`src/rtl/litspin_pkg.sv`:
```
// Shared types and frame-buffer geometry for the LED band pipeline.
package litspin_pkg;

    localparam int unsigned FB_ADDR_W      = 10;
    localparam int unsigned FB_DATA_W      = 128;
    localparam int unsigned NB_FRAME_WORDS = 768;

    typedef enum logic [1:0] {
        IDLE,
        REQ,
        DATA
    } fl_state_t;

endpackage

```
`src/rtl/frame_loader_beat_packer.sv`:
```
// Packs AVM_DW-wide read beats into frame-buffer words, first beat in the LSBs.
module beat_packer
    import litspin_pkg::*;
#(
    parameter int unsigned AVM_DW = 64
) (
    input  logic                 clk,
    input  logic                 rst,
    input  logic                 start,
    input  logic [AVM_DW-1:0]    beat,
    input  logic                 beat_valid,
    output logic [FB_DATA_W-1:0] word,
    output logic                 word_valid
);

    localparam int unsigned PACK  = FB_DATA_W / AVM_DW;
    localparam int unsigned CNT_W = (PACK > 1) ? $clog2(PACK) : 1;

    logic [CNT_W-1:0]     cnt;
    logic [FB_DATA_W-1:0] acc;
    logic [FB_DATA_W-1:0] merged_c;
    logic                 last_c;

    // Current beat dropped into its slot of the partially built word.
    always_comb begin
        merged_c = acc;
        for (int k = 0; k < int'(PACK); k++) begin
            if (cnt == CNT_W'(k)) begin
                merged_c[k*AVM_DW +: AVM_DW] = beat;
            end
        end
        last_c = (cnt == CNT_W'(PACK - 1));
    end

    always_ff @(posedge clk) begin
        if (rst) begin
            cnt        <= '0;
            acc        <= '0;
            word       <= '0;
            word_valid <= 1'b0;
        end else begin
            word_valid <= 1'b0;
            if (start) begin
                cnt <= '0;
            end else if (beat_valid) begin
                acc <= merged_c;
                if (last_c) begin
                    cnt        <= '0;
                    word       <= merged_c;
                    word_valid <= 1'b1;
                end else begin
                    cnt <= cnt + CNT_W'(1);
                end
            end
        end
    end

endmodule

```
`src/rtl/frame_loader.sv`:
```
// Loads one frame from SDRAM into the LED controller frame buffer per new_frame tick.
// Build option FRAME_LOADER_PINGPONG_EN alternates between frame_base and frame_base_alt.
module frame_loader
    import litspin_pkg::*;
#(
    parameter int unsigned NB_WORDS  = NB_FRAME_WORDS,
    parameter int unsigned AVM_DW    = 64,
    parameter int unsigned ADDR_W    = 32,
    parameter int unsigned BURST_LEN = 8
) (
    input  logic                       clk,
    input  logic                       rst,
    input  logic                       new_frame,
    input  logic                       enable,
    input  logic [ADDR_W-1:0]          frame_base,
`ifdef FRAME_LOADER_PINGPONG_EN
    input  logic [ADDR_W-1:0]          frame_base_alt,
`endif
    output logic [ADDR_W-1:0]          avm_address,
    output logic                       avm_read,
    output logic [$clog2(BURST_LEN):0] avm_burstcount,
    input  logic                       avm_waitrequest,
    input  logic [AVM_DW-1:0]          avm_readdata,
    input  logic                       avm_readdatavalid,
    output logic [FB_ADDR_W-1:0]       w_addr,
    output logic [FB_DATA_W-1:0]       w_data,
    output logic                       write,
    output logic                       busy,
    output logic                       overrun
);

    localparam int unsigned PACK        = FB_DATA_W / AVM_DW;
    localparam int unsigned NB_BEATS    = NB_WORDS * PACK;
    localparam int unsigned NB_BURSTS   = NB_BEATS / BURST_LEN;
    localparam int unsigned BURST_BYTES = BURST_LEN * (AVM_DW / 8);
    localparam int unsigned BEAT_W      = (BURST_LEN > 1) ? $clog2(BURST_LEN) : 1;
    localparam int unsigned BURST_W     = (NB_BURSTS > 1) ? $clog2(NB_BURSTS) : 1;
    localparam int unsigned BC_W        = $clog2(BURST_LEN) + 1;

    fl_state_t            state;
    fl_state_t            state_next;
    logic [BURST_W-1:0]   burst_cnt;
    logic [BURST_W-1:0]   burst_next;
    logic [BEAT_W-1:0]    beat_cnt;
    logic [BEAT_W-1:0]    beat_next;
    logic [ADDR_W-1:0]    addr_next;
    logic                 read_next;
    logic                 busy_next;
    logic                 overrun_next;
    logic                 start_c;
    logic                 beat_valid_c;
    logic [ADDR_W-1:0]    base_sel_c;
    logic [FB_ADDR_W-1:0] word_idx;

`ifdef FRAME_LOADER_PINGPONG_EN
    logic sel;
    logic sel_next;
    assign base_sel_c = sel ? frame_base_alt : frame_base;
`else
    assign base_sel_c = frame_base;
`endif

    // Beats outside DATA belong to an aborted load and are dropped.
    assign beat_valid_c = avm_readdatavalid && (state == DATA);

    always_ff @(posedge clk) begin
        if (rst) begin
            state <= IDLE;
        end else begin
            state <= state_next;
        end
    end

    always_comb begin
        state_next   = state;
        burst_next   = burst_cnt;
        beat_next    = beat_cnt;
        addr_next    = avm_address;
        read_next    = avm_read;
        overrun_next = 1'b0;
        start_c      = 1'b0;
`ifdef FRAME_LOADER_PINGPONG_EN
        sel_next     = sel;
`endif
        case (state)
            IDLE: begin
                if (new_frame && enable) begin
                    start_c    = 1'b1;
                    state_next = REQ;
                    read_next  = 1'b1;
                    addr_next  = base_sel_c;
                    burst_next = '0;
                    beat_next  = '0;
                end
            end
            REQ: begin
                overrun_next = new_frame;
                if (!avm_waitrequest) begin
                    state_next = DATA;
                    read_next  = 1'b0;
                end
            end
            DATA: begin
                overrun_next = new_frame;
                if (avm_readdatavalid) begin
                    if (beat_cnt == BEAT_W'(BURST_LEN - 1)) begin
                        beat_next = '0;
                        if (burst_cnt == BURST_W'(NB_BURSTS - 1)) begin
                            state_next = IDLE;
`ifdef FRAME_LOADER_PINGPONG_EN
                            sel_next   = ~sel;
`endif
                        end else begin
                            state_next = REQ;
                            read_next  = 1'b1;
                            burst_next = burst_cnt + BURST_W'(1);
                            addr_next  = avm_address + ADDR_W'(BURST_BYTES);
                        end
                    end else begin
                        beat_next = beat_cnt + BEAT_W'(1);
                    end
                end
            end
            default: begin
                state_next = IDLE;
                read_next  = 1'b0;
            end
        endcase
        busy_next = (state_next != IDLE);
    end

    always_ff @(posedge clk) begin
        if (rst) begin
            burst_cnt      <= '0;
            beat_cnt       <= '0;
            avm_address    <= '0;
            avm_read       <= 1'b0;
            avm_burstcount <= '0;
            busy           <= 1'b0;
            overrun        <= 1'b0;
        end else begin
            burst_cnt      <= burst_next;
            beat_cnt       <= beat_next;
            avm_address    <= addr_next;
            avm_read       <= read_next;
            avm_burstcount <= BC_W'(BURST_LEN);
            busy           <= busy_next;
            overrun        <= overrun_next;
        end
    end

`ifdef FRAME_LOADER_PINGPONG_EN
    always_ff @(posedge clk) begin
        if (rst) begin
            sel <= 1'b0;
        end else begin
            sel <= sel_next;
        end
    end
`endif

    // Word index presented with each write, restarted by every accepted frame.
    always_ff @(posedge clk) begin
        if (rst) begin
            word_idx <= '0;
        end else if (start_c) begin
            word_idx <= '0;
        end else if (write) begin
            word_idx <= word_idx + FB_ADDR_W'(1);
        end
    end

    assign w_addr = word_idx;

    beat_packer #(
        .AVM_DW (AVM_DW)
    ) u_packer (
        .clk        (clk),
        .rst        (rst),
        .start      (start_c),
        .beat       (avm_readdata),
        .beat_valid (beat_valid_c),
        .word       (w_data),
        .word_valid (write)
    );

endmodule

```
`config.mk`:
```
export PLATFORM = sky130hd
export DESIGN_NAME = frame_loader
export DESIGN_NICKNAME = d
export VERILOG_FILES = /design/src/rtl/litspin_pkg.sv /design/src/rtl/frame_loader_beat_packer.sv /design/src/rtl/frame_loader.sv
export SDC_FILE = /design/constraint.sdc
export NUM_CORES = 1
export LEC_CHECK = 0
export ABC_AREA = 1
export CAP_MARGIN = 20
export CORE_MARGIN = 3
export CORE_UTILIZATION = 47
export DETAILED_ROUTE_END_ITERATION = 16
export PLACE_DENSITY_LB_ADDON = 0.12
export RECOVER_POWER = 25
export SLEW_MARGIN = 20
export SYNTH_ARGS = -nofsm -noshare
export SYNTH_HDL_FRONTEND = slang
export SYNTH_SLANG_ARGS = --single-unit
```
`constraint.sdc`:
```
create_clock -name clk -period 2 [get_ports clk]
set_input_delay 0.3 -clock clk [delete_from_list [all_inputs] [get_ports clk]]
set_output_delay 0.3 -clock clk [all_outputs]
set_load 0.01 [all_outputs]
```
Word-level counts from Yosys, hierarchy flattened
Cells that the tools add are included.
{"block": "classes", "n_addsub": 5, "n_bitwise": 3, "n_reduce_logical": 14, "n_eq_ne": 9, "n_mux": 33}
{"cell": "2-to-1 mux 32 bit", "count": 4}
{"cell": "2-to-1 mux 64 bit", "count": 2}
{"cell": "case mux 32 bit (2 select lines)", "count": 1}
{"cell": "adder 32 x 7 -> 32 bit (second input constant)", "count": 1}
{"cell": "2-to-1 mux 8 bit", "count": 4}
{"cell": "case mux 8 bit (2 select lines)", "count": 1}
{"cell": "adder 10 x 1 -> 10 bit (second input constant)", "count": 1}
{"cell": "2-to-1 mux 1 bit", "count": 10}
{"cell": "AND reduction 5 bit", "count": 2}
{"cell": "2-to-1 mux 3 bit", "count": 3}
{"cell": "adder 8 x 1 -> 8 bit (second input constant)", "count": 1}
{"cell": "equality test 8 bit (second input constant)", "count": 1}
{"cell": "2-to-1 mux 2 bit", "count": 4}
{"cell": "!= test 2 bit (second input constant)", "count": 4}
{"cell": "case mux 2 bit (3 select lines)", "count": 1}
{"cell": "case mux 3 bit (2 select lines)", "count": 1}
{"cell": "AND reduction 3 bit", "count": 2}
{"cell": "OR reduction 2 bit", "count": 3}
{"cell": "2-to-1 mux 4 bit", "count": 1}
{"cell": "nonzero test 2 bit", "count": 2}
{"cell": "adder 3 x 1 -> 3 bit (second input constant)", "count": 1}
{"cell": "equality test 3 bit (second input constant)", "count": 1}
{"cell": "inverter 1 bit", "count": 3}
{"cell": "case mux 1 bit (3 select lines)", "count": 1}
{"cell": "other kinds (8)", "count": 9}
{"block": "totals", "reg_bits": 320, "in_bits": 102, "word_cells": 77}

Depth between registers and ports, before layout
Gate-level depths: netlist of the first run.
{"block": "depth", "word_depth": 6, "mapped_depth": 11}

Cells and area by module
Synthesis of the first run repeated with hierarchy kept, for this count alone.
{"block": "hier_totals", "cells_unflattened": 1527, "area_unflattened_um2": 10557.6}
{"mod": "beat_packer", "n_inst": 1, "area_each_um2": 7061.8, "seq_area_each_um2": 3883.7, "cells_each": 976}
{"mod": "frame_loader", "n_inst": 1, "area_each_um2": 3495.9, "seq_area_each_um2": 1181.1, "cells_each": 551}

Least setup slack after synthesis of the first run
OpenSTA, ideal clock, no wires.
{"block": "synth_timing", "path_kind": "register -> register", "startpoint": "register state[0]", "endpoint": "register u_packer.word[90]", "required_ns": 1.872, "arrival_time_ns": 1.534, "path_stages_with_launch": 11, "synth_period_minus_slack_ns": 1.662, "slack_ns": 0.338, "path_cell_list": "dfxtp_1 inv_1 ha_1 nand2_1 inv_2 nand2_2 inv_2 nand2_4 buf_2 clkbuf_1 a21oi_1"}
{"block": "synth_between", "elab_chain_len": 4}
{"element": "from (decl)", "line_no": "frame_loader.sv:40", "rtl": "fl_state_t state;"}
{"element": "from (signal assigned)", "line_no": "frame_loader.sv:70", "rtl": "state <= state_next;"}
{"element": "zero test 2 bit", "line_no": "frame_loader.sv:85", "rtl": "case (state)"}
{"element": "2-to-1 mux 1 bit", "line_no": "frame_loader.sv:85"}
{"element": "inverter 1 bit (no line)"}
{"element": "AND reduction 3 bit (no line) *"}
{"element": "to (signal assigned)", "line_no": "frame_loader_beat_packer.sv:49", "rtl": "word <= merged_c;"}
{"element": "to (decl)", "line_no": "frame_loader_beat_packer.sv:12", "rtl": "output logic [FB_DATA_W-1:0] word,"}
Every way passes the cells marked *; elsewhere a longest branch is shown, timed or not.
A chain may end at the register's enable or synchronous reset.

Final worst setup path of the first run
{"block": "layout_timing", "startpoint": "register u_packer.word_valid", "endpoint": "output write"}
{"element": "from (decl)", "line_no": "frame_loader_beat_packer.sv:13", "rtl": "output logic word_valid"}
{"element": "from (signal assigned)", "line_no": "frame_loader_beat_packer.sv:40", "rtl": "word_valid <= 1'b0;"}
{"element": "from (signal assigned)", "line_no": "frame_loader_beat_packer.sv:42", "rtl": "word_valid <= 1'b0;"}
{"element": "from (signal assigned)", "line_no": "frame_loader_beat_packer.sv:50", "rtl": "word_valid <= 1'b1;"}
{"element": "to (decl)", "line_no": "frame_loader.sv:27", "rtl": "output logic write,"}
No word-level cell between the ends.

==> results of run 1 <==
## sequential cells by signal (all words and copies together) (netlist names), 2 cells and up
register       cells
u_packer.acc      64
avm_address       32
beat_cnt           3
w_addr            10
state              2
burst_cnt          8
u_packer.word    128
## kinds of logic (layout without fill, tap and decap cells)
family                   after synthesis  count (layout)  share of synthesized area, %
XOR/XNOR                               6               6                         0.518
AND/OR/NAND/NOR                      452             452                          18.7
other                                  1               3                        0.0370
flip-flops                           253             253                          50.0
adder cells (fa/ha/maj)               10              10                          1.23
AO/OA/AOI/OAI                        346             346                          19.0
buffers and inverters                265             537                          10.6
## repair_timing
action | in CTS | in global routing
endpoints found under the setup margin | 0 | 43
endpoints found under the hold margin | 0 | 0
gates resized for setup | 0 | 6
## cells in the mapped netlist (all sizes together) (2+ instances only)
cell type	count	area, um^2
dfxtp	253	5060
inv	181	679
nor2	166	636
nand2	161	614
o21ai	155	776
a21oi	112	561
nand3	101	510
a211oi	64	480
buf	42	234
clkbuf	41	154
nor3	11	55.1
ha	10	125
nand4	9	56.3
xor2	5	43.8
o22ai	4	25.0
o21a	3	22.5
a31oi	2	12.5
o21bai	2	15.0
o31ai	2	15.0
or2	2	12.5
## final cells by class
type / count / area [um^2] / share of cell area (%)
clock buffer: 42 / 772 / 5.48
clock inverter: 3 / 30.0 / 0.213
inverter: 182 / 691 / 4.90
multi-input combinational: 817 / 4030 / 28.6
sequential: 253 / 5060 / 36.0
tap: 275 / 344 / 2.44
timing repair buffer: 310 / 3150 / 22.4
## power by group through the flow
| stage | registers, W | logic [W] | clock network, W |
|---|---|---|---|
| 4_1_cts | 0.00526 | 0.00102 | 0.00469 |
| 2_1_floorplan | 0.00538 | 0.000462 | 0 |
| 3_5_place_dp | 0.00537 | 0.00101 | 0 |
| 5_1_grt | 0.00528 | 0.00112 | 0.00487 |
| 3_3_place_gp | 0.00537 | 0.000999 | 0 |
| 6_report | 0.00527 | 0.00102 | 0.00459 |
## layer usage
| metal | vias up | track usage (%) | wire [um] |
|---|---|---|---|
| met2 | 258 | 37.9 | 13100 |
| met4 | 0 | 6.70 | 806 |
| li1 | 4866 | - | - |
| met3 | 50 | 6.74 | 2160 |
| met1 | 4373 | 29.7 | 12300 |
| met5 | - | 0 | 0 |
## worst max path at each step
| stage | to | cells after the start |
|---|---|---|
| global placement | avm_address[13]$_SDFFE_PP0P_ | 9 |
| floorplan | u_packer.word[90]$_SDFFE_PP0P_ | 10 |
| detailed placement | avm_address[13]$_SDFFE_PP0P_ | 9 |
| global route | u_packer.word[64]$_SDFFE_PP0P_ | 10 |
| finish | write | 1 |
| CTS | avm_address[12]$_SDFFE_PP0P_ | 8 |
## metrics by stage
step | utilization, % | instances | power (W)
3_5_place_dp | 62.9 | 1837 | 0.00639
5_1_grt | 66.8 | 1882 | 0.0113
2_1_floorplan | - | 1335 | 0.00584
3_3_place_gp | 62.9 | 1837 | 0.00637
4_1_cts | 66.7 | 1882 | 0.0110
6_report | 66.8 | 1882 | 0.0109
==> results by group, run 1 <==
Status
  – Status: finished clean

Die
  – Die area: 23,400 um^2
  – Die H: 153 um
  – Core box area: ~21,000 um^2
  – Initial core utilization: between 40% and 50%
  – IO Count: 280
  – Chip width: between 150 and 200 um
  – Cell row count: 53

Min path
  – Hold path start: rst
  – Hold Crit Class: input port to flip-flop
  – Min-Delay Path Depth: 2
  – Hold endpoint: beat_cnt[2]$_SDFFE_PP0P_

Synth
  – Cell variety after synth: 38
  – Ys flop type: dfxtp_1
  – Yosys warnings: 0
  – Post-synthesis sequential area ratio: around half
  – Post-Syn Area: roughly 10,000 um^2
  – EDFF count, synth: 0
  – FF+latch count, synth: around 250
  – Mean post-synth cell area: 7.61 um^2
  – Mapped Cells: roughly 1,300
  – Synth async-reset ratio: 0%

Pwr
  – Leak: 4.95 nW
  – Clock Power Share: 42.2%
  – Sw Ratio: approximately a quarter
  – Reg power frac: 48.4%
  – Switch Pwr: between 0.002 and 0.003 W
  – Logic pwr share: approximately a tenth
  – Internal power: between 0.008 and 0.009 W
  – Power Density: slightly below 800 nW/um^2
  – Peak VDD IR: approximately 0.58 mV

Cells and area
  – Layout area overhead: 38.9%
  – Most frequent cells in the layout: clkdlybuf4s50_1, dfxtp_1, inv_1
  – Commonest non-fill, non-tap cell in the layout: clkdlybuf4s50_1
  – Fill count: between 1,500 and 2,000
  – Post-route cell area: 14,100 um^2
  – Nets: 1,703
  – Share of layout cells above drive strength 1: just over 5%
  – Ant diodes: 0

Clock network
  – Clock transition at path regs: roughly 60 ps
  – Worst skew pair latency: between 500 and 600 ps
  – CTS tree: done
  – Post-CTS Hold Fix Bufs: 0
  – Root buf cell: clkbuf_16
  – Total setup buffers inserted after CTS: 0
  – CTS max path bufs: 3
  – TritonCTS Sinks: around 250
  – TritonCTS buffer count: 27
  – H-tree levels: 1

STA
  – Relative slew slack: a little over 60%
  – Fin. max-slew vios: 0
  – Worst-margin pin slew: 587 ps
  – Clk_skew: between 15 and 20 ps
  – Fmax: ~0.53 GHz
  – # setup viols final: 0
  – Count of final hold-check violations: 0
  – Worst hold slack: roughly 86 ps
  – Final period utilization: 94.1%
  – RSZ-0062 raised after global routing: no
  – Setup TNS: 0 ps
  – Setup ws final: 118 ps
  – Final Critical Period: roughly 1900 ps

Place
  – Gp weighted congestion: between 0.9 and 1
  – Placement Setup Slack: 9.52 ps
  – DPL Wire Length: 19,700 um
  – # port buffers: 276
  – Placed instance area: 13,300 um^2

Worst setup path
  – Reg2reg start: state[1]$_SDFF_PP0_
  – WP data required: around 1700 ps
  – CP Cell Sequence: clkdlybuf4s50_1
  – RR Endpoint: avm_address[13]$_SDFFE_PP0P_
  – Crit path max fanout: 6
  – WP buf/inv: 1
  – Critical path type: flip-flop to primary output
  – CP Data Arrival Time: about 1600 ps
  – Worst Setup SP: u_packer.word_valid$_SDFF_PP0_
  – Critical path launch point type: flip-flop
  – Delay-heaviest family, CP: buffers and inverters
  – Crit-path slowest cell: clkdlybuf4s50_1
  – Reg2reg path depth: 9
  – Critical path capture point type: primary output
  – Worst R2R Setup Slack: 160 ps
  – Critical path's largest stage delay: approximately 590 ps

Routing
  – DRC: 0
  – Final WL: between 20,000 and 30,000 um
  – Post-DR vias/cell: 5.07
  – Starting DRT DRC Count: ~410
  – Detailed Routing Iterations Pass 1: 5
  – Routed length per placed instance: between 15 and 20 um
  – Via Count: about 9,500
  – Antenna Violating Nets Remaining: 0

Global routing
  – Grt total ovfl: 0
  – First-pass GRT wire length: 45,800 um
  – Vias in the first global route: roughly 9,000
  – Initial antenna violation count: 0
  – Largest net degree at the start of global routing: roughly 70
  – GRT Overall Usage: between 20% and 30%

Run
  – Max cap viols: 0
Note: power is estimated with default switching activity, not from simulation.
==> run 2, diff against run 1 <==
--- a/config.mk
+++ b/config.mk
@@ -8,3 +8,3 @@
 export ABC_AREA = 1
-export CAP_MARGIN = 20
+export CAP_MARGIN = 10
 export CORE_MARGIN = 3
==> constraint.sdc (replaced) <==
create_clock -name clk -period 2 [get_ports clk]
set_input_delay 0.2 -clock clk [delete_from_list [all_inputs] [get_ports clk]]
set_output_delay 0.2 -clock clk [all_outputs]
set_load 0.01 [all_outputs]
==> run 2 against run 1 <==
Die area unchanged. First-iteration DRC count up 33%. Core utilization up 0.57 points. Clock power up 8.1%. Global-route usage about the same. Wire length up 2.8%. Sequential share of layout area down 0.30 points. Highest routed layer unchanged.
==> results by group, run 2 (synthesis results as in run 1) <==
Status
  – Status: finished clean

Cells and area
  – Ant diodes: 0
  – Commonest non-fill, non-tap cell in the layout: clkdlybuf4s50_1
  – Final Instance Count excl. Fillers: 1,882
  – Post-route cell area: 14,200 um^2
  – Share of layout cells above drive strength 1: 5.54%
  – Layout area overhead: 40.1%
  – Reg with most FFs: u_packer.word
  – Biggest regs: u_packer.word (128), u_packer.acc (64), avm_address (32)
  – Number of flip-flops in the largest register: about 130
  – Nets: roughly 1,700
  – Most frequent cells in the layout: clkdlybuf4s50_1, dfxtp_1, inv_1

Routing
  – Post-DR vias/cell: a little over 5
  – Via Count: around 9,600
  – Detailed Routing Iterations Pass 1: 5
  – Final WL: between 20,000 and 30,000 um
  – DRC: 0
  – Starting DRT DRC Count: roughly 550
  – Routed length per placed instance: approximately 16 um
  – Antenna Violating Nets Remaining: 0

Min path
  – Hold Crit Class: input port to flip-flop
  – Hold path start: frame_base[5]

Pwr
  – Peak VDD IR: about 0.70 mV
  – Power Density: a little under 800 nW/um^2
  – Total Power: 0.0112 W
  – Leak: between 5 and 6 nW

STA
  – Worst hold slack: 261 ps
  – Fmax: between 0.5 and 0.6 GHz
  – Final Critical Period: roughly 1800 ps
  – Relative slew slack: 44.9%
  – Final period utilization: between 90 and 100%
  – # setup viols final: 0
  – Fin. max-slew vios: 0
  – Count of final hold-check violations: 0
  – Setup TNS: 0 ps
  – Clk_skew: approximately 12 ps
  – Worst-margin pin slew: about 830 ps

Global routing
  – Initial antenna violation count: 0
  – Largest net degree at the start of global routing: 68
  – Vias in the first global route: 9,062
  – GRT Overall Usage: ~23%
  – First-pass GRT wire length: roughly 46,000 um
  – Grt total ovfl: 0

Die
  – IO Count: 280
  – Chip width: between 150 and 200 um
  – Cell row count: 53
  – Die area: roughly 23,000 um^2
  – Core box area: about 21,000 um^2
  – Die H: between 150 and 200 um
  – Initial core utilization: between 40% and 50%

Worst setup path
  – RR Endpoint: avm_address[10]$_SDFFE_PP0P_
  – WP data required: around 2400 ps
  – Worst Setup SP: beat_cnt[0]$_SDFFE_PP0P_
  – Critical path's largest stage delay: between 300 and 400 ps
  – Critical path type: flip-flop to flip-flop
  – Crit-path slowest cell: dfxtp_1
  – CP Cell Sequence: ha_1 -> ha_1 -> or2_1 -> nand3_2 -> clkinv_2 -> o21a_1 -> o21a_1
  – Crit path to: avm_address[10]$_SDFFE_PP0P_
  – Reg2reg path depth: 7
  – Crit path max fanout: 24
  – CP Data Arrival Time: roughly 2300 ps
  – Critical path capture point type: flip-flop
  – Reg2reg start: beat_cnt[0]$_SDFFE_PP0P_
  – Critical path launch point type: flip-flop
  – Worst R2R Setup Slack: 150 ps

Place
  – # port buffers: about 280
  – Placed instance area: about 13,000 um^2
  – Gp weighted congestion: between 0.9 and 1
  – DPL Wire Length: between 15,000 and 20,000 um
  – Placed insts: around 1,800

Clock network
  – Worst skew pair latency: about 540 ps
  – Root buf cell: clkbuf_16
  – TritonCTS Sinks: ~250
  – H-tree levels: 1
  – CTS max path bufs: 3
  – Clock transition at path regs: ~70 ps
  – CTS tree: done
  – Total setup buffers inserted after CTS: 0
  – TritonCTS buffer count: 27

Run
  – Max cap viols: 0
run 2: power breakdown:
part / switching [W] / internal [W]
clock network: 0.00203 / 0.00294
logic: 0.000521 / 0.000486
registers: 0.000110 / 0.00515
total: 0.00266 / 0.00858
run 2: worst min-delay path by stage:
| stage | endpoint | slack, ps | cells past startpoint |
|---|---|---|---|
| detailed placement | u_packer.word[104]$_SDFFE_PP0P_ | 430 | 2 |
| global placement | u_packer.word[87]$_SDFFE_PP0P_ | 430 | 2 |
| global route | u_packer.acc[38]$_SDFFE_PP0P_ | 280 | 3 |
| finish | avm_address[5]$_SDFFE_PP0P_ | 260 | 3 |
| CTS | avm_address[5]$_SDFFE_PP0P_ | 240 | 3 |
| floorplan | u_packer.word[127]$_SDFFE_PP0P_ | 300 | 2 |
run 2: final cells by class:
cell class / instances / area [um^2]
Timing Repair Buffer: 306 / 3170
Tap cell: 275 / 344
Fill cell: 1776 / 6890
Multi-Input combinational cell: 818 / 4050
Inverter: 182 / 694
Clock buffer: 38 / 767
Clock inverter: 10 / 119
Sequential cell: 253 / 5070
run 2: per-layer routing:
layer | global-route usage (%) | vias to the layer above | routed length (um)
li1 | - | 4875 | -
met1 | 29.7 | 4404 | 12600
met2 | 39.2 | 309 | 13800
met3 | 6.88 | 39 | 2460
met4 | 4.07 | 0 | 422
met5 | 0 | - | 0
run 2: metrics by stage:
step           util [%]  worst slack (ps)
6_report           67.3               152
5_1_grt            67.3             -47.2
4_1_cts            66.8              11.5
3_5_place_dp       62.6              13.8
3_3_place_gp       62.6              87.6
2_1_floorplan         -               338
run 2: worst max-delay path, delay by kind of cell (launching register included):
| kind | cells | cell delay [ps] |
|---|---|---|
| AO/OA/AOI/OAI | 2 | 370 |
| adder cells (fa/ha/maj) | 2 | 420 |
| AND/OR/NAND/NOR | 2 | 350 |
| buffers and inverters | 1 | 280 |
| flip-flops | 1 | 320 |
run 2: timing repair:
action,in CTS,in global routing
hold endpoints to repair,1,0
hold buffers,1,0
resized for setup,0,17
setup endpoints to repair,0,162
==> run 3, diff against run 2 <==
CORE_UTILIZATION = 43   (was 47)
HOLD_SLACK_MARGIN = 0.02   (was default)
clock period = 1.52 ns   (was 2 ns; I/O delays follow)
==> run 3 against run 2 <==
Wire length up 33%. Total power up 47%. Design area increased by 26%. Largest cell class is now multi-input gates. Final cell count up 8.8%. The flow now finishes with violations (negative setup slack). Sequential cell count did not move.
==> results by group, run 3 (synthesis results as in run 1) <==
Place
  – # port buffers: approximately 280
  – Placement Setup Slack: -254 ps
  – Gp weighted congestion: about 0.9
  – DPL Wire Length: 20,500 um

STA
  – Worst-margin pin slew: 729 ps
  – Worst hold slack: around 200 ps
  – Count of final hold-check violations: 0
  – RSZ-0062 raised after global routing: yes
  – # setup viols final: around 230
  – Fin. max-slew vios: 0
  – Clk_skew: 20.3 ps
  – Relative slew slack: roughly half
  – Final Critical Period: between 1500 and 2000 ps
  – Fmax: between 0.5 and 0.6 GHz
  – Setup ws final: -304 ps
  – Final period utilization: 120%

Clock network
  – Root buf cell: clkbuf_16
  – Worst skew pair latency: ~560 ps
  – H-tree levels: 1
  – TritonCTS Sinks: about 250
  – CTS tree: done
  – CTS max path bufs: 3
  – TritonCTS buffer count: 28
  – Clock transition at path regs: around 60 ps

Routing
  – Routed length per placed instance: roughly 19 um
  – Starting DRT DRC Count: between 500 and 600
  – Final WL: just under 40,000 um
  – Antenna Violating Nets Remaining: 0
  – Via Count: 11,000
  – Post-DR vias/cell: approximately 5.4
  – DRC: 0
  – Detailed Routing Iterations Pass 1: 5

Worst setup path
  – Crit path max fanout: 6
  – Critical path capture point type: flip-flop
  – Critical path launch point type: flip-flop
  – Reg2reg start: state[0]$_SDFF_PP0_
  – Worst Setup SP: state[0]$_SDFF_PP0_
  – WP data required: 1950 ps
  – Critical path type: flip-flop to flip-flop
  – Reg2reg path depth: 10
  – CP Data Arrival Time: between 2000 and 2500 ps

Pwr
  – Total Power: 0.0165 W
  – Leak: between 7 and 8 nW
  – Peak VDD IR: ~0.76 mV
  – Power Density: between 900 and 1000 nW/um^2

Die
  – Die area: between 20,000 and 30,000 um^2
  – Die H: ~160 um
  – Core box area: 22,900 um^2
  – IO Count: 280
  – Cell row count: 55
  – Chip width: approximately 160 um
  – Initial core utilization: 44.2%

Cells and area
  – Biggest regs: u_packer.word (128), u_packer.acc (64), avm_address (32)
  – Number of flip-flops in the largest register: about 130
  – Commonest non-fill, non-tap cell in the layout: dfxtp_1
  – Most frequent cells in the layout: dfxtp_1, inv_1, dlygate4sd2_1
  – Reg with most FFs: u_packer.word
  – Share of layout cells above drive strength 1: around a third
  – Post-layout util: between 70% and 80%
  – Layout area overhead: 76.6%
  – Nets: between 1,500 and 2,000

Global routing
  – Grt total ovfl: 0
  – Vias in the first global route: 10,700
  – GRT Overall Usage: a little over a quarter
  – Initial antenna violation count: 1
  – Largest net degree at the start of global routing: 54
  – First-pass GRT wire length: ~56,000 um

Min path
  – Hold Crit Class: input port to flip-flop
  – Min-Delay Path Depth: 3
  – Hold path start: frame_base[1]

Status
  – Failing checks: negative setup slack
  – Status: complete, but fails checks

Run
  – Max cap viols: 0
-- run 3: power by group --
group          switching, W  internal, W  leakage (nW)  total [W]
sequential         0.000129      0.00679          2.05    0.00692
clock               0.00283      0.00439         0.490    0.00722
combinational       0.00126      0.00114          4.67    0.00240
total               0.00421       0.0123          7.21     0.0165
-- run 3: worst paths after layout --
path | slack [ps] | to
max | -300 | burst_cnt[2]$_SDFFE_PP0P_
min | 200 | avm_address[1]$_SDFFE_PP0P_
max reg2reg | -300 | burst_cnt[2]$_SDFFE_PP0P_
min reg2reg | 440 | u_packer.word[107]$_SDFFE_PP0P_
-- run 3: area by class of cell --
cell class,count,area (um^2)
Timing Repair Buffer,426,4750
Antenna cell,1,2.50
Multi-Input combinational cell,818,5920
Tap cell,313,392
Timing Repair inverter,3,33.8
Clock inverter,7,135
Inverter,182,721
Fill cell,1494,5010
Clock buffer,44,861
Sequential cell,253,5090
-- run 3: what timing repair did --
action                                 CTS  global route
buffers inserted                        26             9
pin swaps                               43            64
endpoints found under the hold margin    1             0
gates cloned                            30            10
setup endpoints to repair              395           246
gates resized for setup                526           327
hold buffers                             1             0
-- run 3: through the flow --
| stage | instance area [um^2] | std cells | setup TNS, ps |
|---|---|---|---|
| 4_1_cts | 16500 | 2035 | -28970 |
| 5_1_grt | 17900 | 2047 | -55500 |
| 2_1_floorplan | 10200 | 1335 | 0 |
| 3_3_place_gp | 13800 | 1928 | -26260 |
| 3_5_place_dp | 13800 | 1928 | -31580 |
| 6_report | 17900 | 2047 | -38060 |
-- run 3: routing by layer --
metal | share of wire, % | global-route usage [%] | routed length (um) | vias up
li1 | - | - | - | 5140
met5 | 0 | 0 | 0 | -
met3 | 7.1 | 6.63 | 2770 | 118
met4 | 3.8 | 9.15 | 1480 | 0
met2 | 49 | 45.0 | 19200 | 421
met1 | 40 | 33.5 | 15400 | 5279
-- run 3: critical path, stage by stage (launching register included) --
cell     delay, ps
dfxtp_2        340
inv_4           80
ha_4           170
buf_6          140
inv_8           40
or2_4          280
nand3_4        170
buf_6          170
inv_8           60
a21oi_4        170
nor3_2          80
